--- config.mk ---
export PLATFORM = sky130hd
export DESIGN_NAME = core_stim_seq_flat
export DESIGN_NICKNAME = d
export VERILOG_FILES = /design/src/rtl/core_stim_seq_if.sv /design/src/rtl/core_stim_seq.sv /design/src/flat_wrapper.sv
export SDC_FILE = /design/constraint.sdc
export NUM_CORES = 2
export LEC_CHECK = 0
export CAP_MARGIN = 30
export CORE_MARGIN = 8
export CORE_UTILIZATION = 50
export DETAILED_ROUTE_END_ITERATION = 10
export PLACE_DENSITY = 0.74
export SLEW_MARGIN = 20
export SYNTH_ARGS = -nofsm -noshare
export SYNTH_HDL_FRONTEND = slang
export SYNTH_SLANG_ARGS = --single-unit
--- constraint.sdc ---
create_clock -name clk -period 26.6 [get_ports clk]
set_input_delay 7.98 -clock clk [delete_from_list [all_inputs] [get_ports clk]]
set_output_delay 7.98 -clock clk [all_outputs]
set_load 0.02 [all_outputs]
--- src/rtl/core_stim_seq_if.sv ---
// Store-trace read channel: producer presents the head entry, consumer pops with tr_ready.
interface core_stim_seq_if #(
  parameter int XLEN = 32
);
  logic            tr_valid;
  logic            tr_ready;
  logic [XLEN-1:0] tr_pc;
  logic [XLEN-1:0] tr_addr;
  logic [XLEN-1:0] tr_data;

  modport master (output tr_valid, tr_pc, tr_addr, tr_data, input tr_ready);
  modport slave  (input tr_valid, tr_pc, tr_addr, tr_data, output tr_ready);
endinterface

--- src/rtl/core_stim_seq.sv ---
// Replays a stored program into a core (run-once/loop/single-step) after a core reset pulse,
// capturing the core's stores into a FWFT trace FIFO; a full FIFO drops pushes and flags overflow.
module core_stim_seq #(
  parameter int XLEN        = 32,
  parameter int PROG_DEPTH  = 16,
  parameter int TRACE_DEPTH = 8,
  parameter int RST_HOLD    = 2,
  localparam int PAW = $clog2(PROG_DEPTH),
  localparam int TAW = $clog2(TRACE_DEPTH)
) (
  input  logic            clk,
  input  logic            reset,
  input  logic            start,
  input  logic            abort,
  input  logic [1:0]      mode,
  input  logic            step,
  input  logic            prog_we,
  input  logic [PAW-1:0]  prog_addr,
  input  logic [XLEN-1:0] prog_wdata,
  input  logic [PAW:0]    prog_len,
  output logic            core_reset,
  output logic [XLEN-1:0] Instruction,
  input  logic [XLEN-1:0] PC,
  input  logic [XLEN-1:0] ALURes,
  input  logic [XLEN-1:0] WriteData,
  input  logic            MemWrite,
  core_stim_seq_if.master tr,
  output logic            busy,
  output logic            done,
  output logic            overflow,
  output logic [TAW:0]    tr_count
);

  localparam logic [XLEN-1:0] NOP = XLEN'(32'h0000_0013);
  localparam int CW = (RST_HOLD > 1) ? $clog2(RST_HOLD) : 1;

  typedef enum logic [2:0] {IDLE, CRST, RUN, STEP, DONE} state_t;

  typedef struct packed {
    logic [XLEN-1:0] pc;
    logic [XLEN-1:0] addr;
    logic [XLEN-1:0] data;
  } tr_ent_t;

  state_t          state;
  logic [PAW-1:0]  idx;
  logic [PAW-1:0]  last;
  logic            loop_q;
  logic            step_q;
  logic [CW-1:0]   cnt;
  logic [XLEN-1:0] prog [PROG_DEPTH];

  logic idle_like;
  logic start_ok;
  logic at_last;

  assign idle_like = (state == IDLE) || (state == DONE);
  assign start_ok  = idle_like && start && (prog_len != '0) &&
                     (prog_len <= (PAW+1)'(PROG_DEPTH));
  assign at_last   = (idx == last);

  // Program storage survives block reset so a replay after reset needs no reload.
  always_ff @(posedge clk) begin
    if (prog_we && idle_like)
      prog[prog_addr] <= prog_wdata;
  end

  always_ff @(posedge clk or negedge reset) begin
    if (!reset) begin
      state       <= IDLE;
      idx         <= '0;
      last        <= '0;
      loop_q      <= 1'b0;
      step_q      <= 1'b0;
      cnt         <= '0;
      core_reset  <= 1'b1;
      Instruction <= NOP;
      busy        <= 1'b0;
      done        <= 1'b0;
    end else if (abort) begin
      state       <= IDLE;
      idx         <= '0;
      core_reset  <= 1'b1;
      Instruction <= NOP;
      busy        <= 1'b0;
      done        <= 1'b0;
    end else begin
      case (state)
        IDLE, DONE: begin
          if (start_ok) begin
            state       <= CRST;
            cnt         <= '0;
            idx         <= '0;
            last        <= PAW'(prog_len - 1'b1);
            loop_q      <= (mode == 2'b01);
            step_q      <= (mode == 2'b10);
            core_reset  <= 1'b1;
            Instruction <= NOP;
            busy        <= 1'b1;
            done        <= 1'b0;
          end
        end
        CRST: begin
          if (cnt == CW'(RST_HOLD - 1)) begin
            state       <= step_q ? STEP : RUN;
            idx         <= '0;
            core_reset  <= 1'b0;
            Instruction <= prog[0];
          end else begin
            cnt <= cnt + 1'b1;
          end
        end
        RUN: begin
          if (!at_last) begin
            idx         <= idx + 1'b1;
            Instruction <= prog[idx + 1'b1];
          end else if (loop_q) begin
            idx         <= '0;
            Instruction <= prog[0];
          end else begin
            state       <= DONE;
            Instruction <= NOP;
            busy        <= 1'b0;
            done        <= 1'b1;
          end
        end
        STEP: begin
          if (step && !at_last) begin
            idx         <= idx + 1'b1;
            Instruction <= prog[idx + 1'b1];
          end else if (step) begin
            state       <= DONE;
            Instruction <= NOP;
            busy        <= 1'b0;
            done        <= 1'b1;
          end
        end
        default: state <= IDLE;
      endcase
    end
  end

  tr_ent_t        tr_mem [TRACE_DEPTH];
  logic [TAW-1:0] wp;
  logic [TAW-1:0] rp;
  logic           push_req;
  logic           pop;
  logic           full;
  logic           do_push;
  logic           clear;

  assign push_req = MemWrite && ((state == RUN) || (state == STEP));
  assign pop      = tr.tr_valid && tr.tr_ready;
  assign full     = (tr_count == (TAW+1)'(TRACE_DEPTH));
  // A pop in the same cycle frees the slot, so a full FIFO still accepts the push.
  assign do_push  = push_req && (!full || pop);
  assign clear    = start_ok && !abort;

  always_ff @(posedge clk) begin
    if (do_push)
      tr_mem[wp] <= '{pc: PC, addr: ALURes, data: WriteData};
  end

  always_ff @(posedge clk or negedge reset) begin
    if (!reset) begin
      wp       <= '0;
      rp       <= '0;
      tr_count <= '0;
      overflow <= 1'b0;
    end else if (clear) begin
      wp       <= '0;
      rp       <= '0;
      tr_count <= '0;
      overflow <= 1'b0;
    end else begin
      if (do_push)
        wp <= wp + 1'b1;
      if (pop)
        rp <= rp + 1'b1;
      if (do_push && !pop)
        tr_count <= tr_count + 1'b1;
      else if (pop && !do_push)
        tr_count <= tr_count - 1'b1;
      if (push_req && !do_push)
        overflow <= 1'b1;
    end
  end

  assign tr.tr_valid = (tr_count != '0);
  assign tr.tr_pc    = tr_mem[rp].pc;
  assign tr.tr_addr  = tr_mem[rp].addr;
  assign tr.tr_data  = tr_mem[rp].data;

endmodule

--- src/flat_wrapper.sv ---
// flat-port wrapper written by rule: the top's interface ports become plain ports
module core_stim_seq_flat 
#(
  parameter int XLEN        = 32,
  parameter int PROG_DEPTH  = 16,
  parameter int TRACE_DEPTH = 8,
  parameter int RST_HOLD    = 2,
  localparam int PAW = $clog2(PROG_DEPTH),
  localparam int TAW = $clog2(TRACE_DEPTH)
)
  (clk, reset, start, abort, mode, step, prog_we, prog_addr, prog_wdata, prog_len, core_reset, Instruction, PC, ALURes, WriteData, MemWrite, busy, done, overflow, tr_count, tr_tr_valid, tr_tr_pc, tr_tr_addr, tr_tr_data, tr_tr_ready);
  core_stim_seq_if #(.XLEN(XLEN)) tr_i ();
  input  logic clk;
  input  logic reset;
  input  logic start;
  input  logic abort;
  input  logic [1:0] mode;
  input  logic step;
  input  logic prog_we;
  input  logic [PAW-1:0] prog_addr;
  input  logic [XLEN-1:0] prog_wdata;
  input  logic [PAW:0] prog_len;
  output logic core_reset;
  output logic [XLEN-1:0] Instruction;
  input  logic [XLEN-1:0] PC;
  input  logic [XLEN-1:0] ALURes;
  input  logic [XLEN-1:0] WriteData;
  input  logic MemWrite;
  output logic busy;
  output logic done;
  output logic overflow;
  output logic [TAW:0] tr_count;
  output wire logic [$bits(tr_i.tr_valid)-1:0] tr_tr_valid;
  output wire logic [$bits(tr_i.tr_pc)-1:0] tr_tr_pc;
  output wire logic [$bits(tr_i.tr_addr)-1:0] tr_tr_addr;
  output wire logic [$bits(tr_i.tr_data)-1:0] tr_tr_data;
  input wire logic [$bits(tr_i.tr_ready)-1:0] tr_tr_ready;
  assign tr_tr_valid = tr_i.tr_valid;
  assign tr_tr_pc = tr_i.tr_pc;
  assign tr_tr_addr = tr_i.tr_addr;
  assign tr_tr_data = tr_i.tr_data;
  assign tr_i.tr_ready = tr_tr_ready;
  core_stim_seq #(.XLEN(XLEN), .PROG_DEPTH(PROG_DEPTH), .TRACE_DEPTH(TRACE_DEPTH), .RST_HOLD(RST_HOLD)) u_core (.clk(clk), .reset(reset), .start(start), .abort(abort), .mode(mode), .step(step), .prog_we(prog_we), .prog_addr(prog_addr), .prog_wdata(prog_wdata), .prog_len(prog_len), .core_reset(core_reset), .Instruction(Instruction), .PC(PC), .ALURes(ALURes), .WriteData(WriteData), .MemWrite(MemWrite), .tr(tr_i), .busy(busy), .done(done), .overflow(overflow), .tr_count(tr_count));
endmodule
Yosys cells after proc, flatten, opt, wreduce, memory -nomap -nowiden
Memories as Yosys holds them, arrays and structs flattened.
Index checks and enable logic that the tools add are counted.
W data, S select, Z words.
- register bits after elaboration: 60
- bits in writable memories: 1280
- bits of input ports: 147
- output and inout port bits: 137
- logic and storage cells: 138
- memories: 2
- add/sub/neg operators: 7
- $lt $le $gt $ge: 1
- eq/ne operators: 18
- mux-type cells: 56
- bitwise operators: 1
- reduce and logical (&&, ||, !) cells: 39
- memories (memory ; words ; bits a word ; rd ports ; clocked after memory_dff ; write ports ; RTL line ; RTL):
    u_core.tr_mem ; 8 ; 96 ; 1 ; 0 ; 1 ; core_stim_seq.sv:143 ; tr_ent_t tr_mem [TRACE_DEPTH];
    u_core.prog ; 16 ; 32 ; 2 ; 0 ; 1 ; core_stim_seq.sv:51 ; logic [XLEN-1:0] prog [PROG_DEPTH];
- operators by type and width (cell ; number):
    $mux W32 ; 7
    $pmux W32 S4 ; 1
    $mux W4 ; 9
    $mux W3 ; 11
    $mux W1 ; 22
    $pmux W4 S4 ; 1
    $logic_and A1 B1 Y1 ; 12
    $ne A3 B2 Y1 const B ; 4
    $pmux W3 S4 ; 1
    $reduce_and A6 Y1 ; 2
    $reduce_bool A5 Y1 ; 2
    $ne A3 B3 Y1 const B ; 3
    $reduce_and A3 Y1 ; 3
    $add A4 B1 Y4 const B ; 2
    $ne A4 B3 Y1 const B ; 2
    $reduce_bool A2 Y1 ; 4
    $reduce_bool A4 Y1 ; 2
    $sub A4 B1 Y4 const B ; 2
    $add A3 B1 Y3 const B ; 2
    $eq A3 B2 Y1 const B ; 2
    $pmux W1 S3 ; 2
    $reduce_bool A3 Y1 ; 2
    $le A5 B5 Y1 const B ; 1
    $logic_not A1 Y1 ; 5
    other kinds (15) ; 18

Longest topological paths before layout
- depth in word-level cells: 9
- mapped depth: 12
- depth with buffers taken out: 12

Worst setup path after synthesis
Ideal clock, no wire load.
- path kind: input-to-reg
- start: input tr_tr_ready
- end: memory u_core.tr_mem[4][0] (netlist bit) (enable)
- setup time: 0.688 ns
- arrival: 15.485 ns
- required time: 25.912 ns
- path slack: 10.427 ns
- cell stages on the path: 6
- path buffers: 0
- cell sequence: inv_1 -> nand3_1 -> nand3_1 -> inv_1 -> nand2b_1 -> nor3b_1
- word-level cells in the longest chain between the ends: 5
- ends and longest elaborated chain (item ; RTL line ; RTL):
    start, declared ; flat_wrapper.sv:37 ; input wire logic [$bits(tr_i.tr_ready)-1:0] tr_tr_ready;
    $logic_and A1 B1 Y1 ; core_stim_seq.sv:153 ; assign pop = tr.tr_valid && tr.tr_ready;
    $logic_or A1 B1 Y1 ; core_stim_seq.sv:156 ; assign do_push = push_req && (!full || pop);
    $logic_and A1 B1 Y1 ; core_stim_seq.sv:156 ;
    $mux W1 ; core_stim_seq.sv:160 ; if (do_push)
    $mux W1 (not written as such) ; core_stim_seq.sv:161 ; tr_mem[wp] <= '{pc: PC, addr: ALURes, data: WriteData};
    end, declared ; core_stim_seq.sv:143 ;
No other way between the ends.

Worst setup path in the final report
- start: register u_core.rp[0]
- end: output tr_tr_addr[14]
- word-level cells in the longest chain between the ends: 1
- ends and longest elaborated chain (item ; RTL line ; RTL):
    start, declared ; core_stim_seq.sv:145 ; logic [TAW-1:0] rp;
    start signal, assigned ; core_stim_seq.sv:179 ; rp <= rp + 1'b1;
    $mem_v2 Z8 W96 ; -- ;
    end, declared ; flat_wrapper.sv:35 ; output wire logic [$bits(tr_i.tr_addr)-1:0] tr_tr_addr;
No other way between the ends.

==> flow_summary.yaml <==
status:
  outcome: "complete, no violations"
critical_path:
  cp.arrival_ps: 4500
  critPathCaptureType: "output port"
  crit_family: "buffers and inverters"
  critical_path.cell_chain: "buf_4 -> buf_4 -> mux4_2 -> mux2_2 -> clkdlybuf4s50_1"
  cpMostUsedCell: "buf_4"
  start_kind: "register"
  path_class: "register to output port"
  rrSetupSlack_ps: 22500
  cpPeakStageDelay_ps: 750
  path_max_fanout: 43
  crit_buf_inv: 3
  r2r_end: "u_core.Instruction[18]"
  rr_worst_depth: 8
  worstReg2RegStart: "u_core.idx[0]"
  cp.required_ps: 18620
  slowest_stage: "buf_4"
yosys:
  synth_seq_cells: 1340
  postSynth.asyncResetShare_pct: 4.48
  syn-cell-area_um2: 51300
  netlist_instances: 2334
  ys_seq_area_share_pct: 77.9
  synth_edf_count: 1280
  syn_area_per_cell_um2: 22.0
  ys_types: 49
  ys.flop_type: "edfxtp_1"
  syn-num-nets: 2489
  yosysWarningCount: 0
global_route:
  antenna_found_initial: 16
  grt_remaining_overflow: 0
  grt_use_total_pct: 19.7
  grt_max_degree: 71
  grt_pass1_vias: 26000
  grt_pass1_wl_um: 166000
cells_and_area:
  fin_nets: 2853
  fin_cells: 4179
  drive_gt1_share_pct: 25.2
  synthToLayoutAreaGrowth_pct: 17.8
  n_fill_cell: 6966
clocking:
  cts-root-buf: "clkbuf_16"
  cts_max_level: 4
  cts_buffer_depth: 3
  clk_latency_ps: 740
  worst_setup_hold_path_clk_slew_ps: 60
  cts.sinks: 1340
  numCtsBuffers: 133
  cts-resized-gates: 0
  cts_tree: "done"
  hold_buffers: 0
  post-cts-setup-buffer-count: 0
sta:
  fin_worst_skew_ps: 25.1
  setup_tns_ps: 0
  fin_crit_ps: 12480
  rsz0062_at_grt: "false"
  tightest_slew_ps: 1020
  fin_crit_sh_pct: 46.9
  hold_violations: 0
  slew_viol_final: 0
  setup_violations: 0
  fmax_mhz: 80.1
  max-slew-margin-rel_pct: 32.2
detailed_routing:
  vias_per_cell: 5.89
  wl_per_cell_um: 26.8
  first_pass_iters: 5
  drc: 0
  vias: 24600
  routed_wl_um: 112000
  drtAntennaViolNets: 0
  dr.first_iter.drc_count: 2288
floorplan:
  rows: 117
  core-area_um2: 102000
  die_x_um: 336
  dieArea_um2: 113000
  die_height_um: 336
  io-pin-count: 284
  start_util_pct: 50.4
placed_design:
  portBuffers: 283
  placed_cells: 3926
  gp_congestion: 0.767
  dp_hpwl_um: 61200
pwr:
  powerDensity_nw_per_um2: 97.2
  p_sw_uw: 1630
  switching_share_pct: 27.7
  internal_power_uw: 4250
  seq_power_share_pct: 42.5
  power_leakage_uw: 0.0192
  peakVddDrop_mv: 0.0729
  p_comb_share_pct: 26.7
  p_clk_share_pct: 30.8
worst_hold_path:
  worstHoldEndpoint: "u_core.Instruction[4]"
  hold_depth: 2
  hold_path_class: "register to register"
  min_from: "u_core.Instruction[4]"
flow_run:
  cap_viol_max_count: 0
cell usage in the layout (no fill, tap or decap), types with 10 or more instances in the layout:
master / n
nand2b_1: 10
nand2_1: 154
and3_1: 29
clkinv_2: 16
clkbuf_1: 31
clkdlybuf4s50_1: 282
clkinv_1: 24
edfxtp_1: 1280
o21ai_0: 17
diode_2: 11
clkbuf_16: 135
nand3_1: 75
dfrtp_1: 52
mux2_2: 96
inv_1: 20
mux4_2: 320
buf_4: 53
nor2_4: 14
a221o_1: 29
nor2_1: 17
cells by family (layout without fill, tap and decap cells):
kind of cell	after synthesis	count (layout)	share of synthesized area, %
AOI/OAI and AO/OA	79	79	1.19
adders and majority gates	8	8	0.210
xor gates and xnor gates	17	17	0.290
and+or+nand+nor	335	335	3.02
DFF	1340	1340	77.9
muxes	417	417	16.2
buffers and inverters	138	604	1.27
other	0	11	0
Yosys cell counts (3+ instances only):
master / instances / area [um2]
or3_1: 3 / 18.8
nand4b_1: 3 / 26.3
nor3b_1: 3 / 22.5
buf_4: 3 / 22.5
nor2b_1: 4 / 25.0
a311oi_1: 3 / 26.3
dfstp_2: 4 / 105
nand4_1: 3 / 18.8
a221o_1: 29 / 290
nand2b_1: 10 / 62.6
nand3_1: 75 / 375
a21oi_1: 9 / 45.0
dfrtp_1: 56 / 1400
mux2_2: 96 / 1080
ha_1: 7 / 87.6
nor3_1: 14 / 70.1
and3_1: 30 / 188
buf_6: 10 / 113
buf_2: 37 / 185
inv_1: 20 / 75.1
mux4_2: 320 / 7210
clkbuf_1: 61 / 229
buf_1: 7 / 26.3
o21ai_0: 17 / 85.1
nand2_1: 154 / 578
xnor2_1: 11 / 96.3
nor2_1: 31 / 116
edfxtp_1: 1280 / 38400
xor2_1: 6 / 52.6
layer usage:
metal  part of all wire [%]  up-vias  track usage (%)
met5                  0.068        -            0.170
met2                     51      999             33.4
met3                    8.6      227             4.93
li1                       -    10400                -
met1                     38    12900             25.1
met4                    2.9       12             6.52
worst min-delay path, delay by kind of cell, from the launching register on:
kind                   cells  cell delay [ps]
AO/OA/AOI/OAI              1               50
flip-flops                 1              380
buffers and inverters      1               50
how the worst max path moves through the flow:
| stage | startpoint | to | slack, ps | depth (start not counted) |
|---|---|---|---|---|
| 4_1_cts | u_core.rp[0] | tr_tr_addr[26] | 13740 | 5 |
| 5_1_grt | u_core.rp[0] | tr_tr_addr[3] | 13770 | 5 |
| 3_5_place_dp | u_core.rp[0] | tr_tr_addr[26] | 14550 | 5 |
| 2_1_floorplan | tr_tr_ready | u_core.tr_mem[4][0] | 10430 | 6 |
| 6_report | u_core.rp[0] | tr_tr_addr[14] | 14120 | 5 |
| 3_3_place_gp | u_core.rp[0] | tr_tr_addr[26] | 14610 | 5 |
flip-flops by register name, indices dropped and copies added (netlist names), 3 cells and up:
| name | count |
|---|---|
| u_core.Instruction | 32 |
| u_core.idx | 4 |
| u_core.last | 4 |
| u_core.prog | 512 |
| u_core.rp | 3 |
| u_core.state | 3 |
| u_core.tr_count | 4 |
| u_core.tr_mem | 768 |
| u_core.wp | 3 |
layout make-up:
cell class | count | area, um2 | share of cell area [%]
Multi-Input combinational cell | 856 | 10900 | 18.1
Inverter | 20 | 75.1 | 0.124
Antenna cell | 11 | 27.5 | 0.0455
Clock buffer | 171 | 3560 | 5.90
Timing Repair Buffer | 347 | 3480 | 5.76
Clock inverter | 66 | 687 | 1.14
Sequential cell | 1340 | 40000 | 66.1
Tap cell | 1368 | 1710 | 2.83
metrics by stage:
step / instance area [um2] / utilization [%] / hold WS, ps / worst slack [ps] / power (uW)
2_1_floorplan: 51300 / - / 444 / 10430 / 3580
3_3_place_gp: 55900 / 54.9 / 468 / 14610 / 4080
3_5_place_dp: 56000 / 55.1 / 469 / 14550 / 4110
4_1_cts: 60300 / 59.3 / 482 / 13740 / 5920
5_1_grt: 60400 / 59.4 / 502 / 13770 / 6100
6_report: 60400 / 59.4 / 488 / 14120 / 5870
power by group through the flow:
stage	clock network (uW)	registers (uW)	logic, uW
after floorplan	0	2520	1050
after global placement	0	2560	1520
after detailed placement	0	2540	1570
after CTS	1840	2500	1580
after global routing	1920	2510	1670
final	1810	2500	1570
Note: power is estimated with default switching activity, not from simulation.
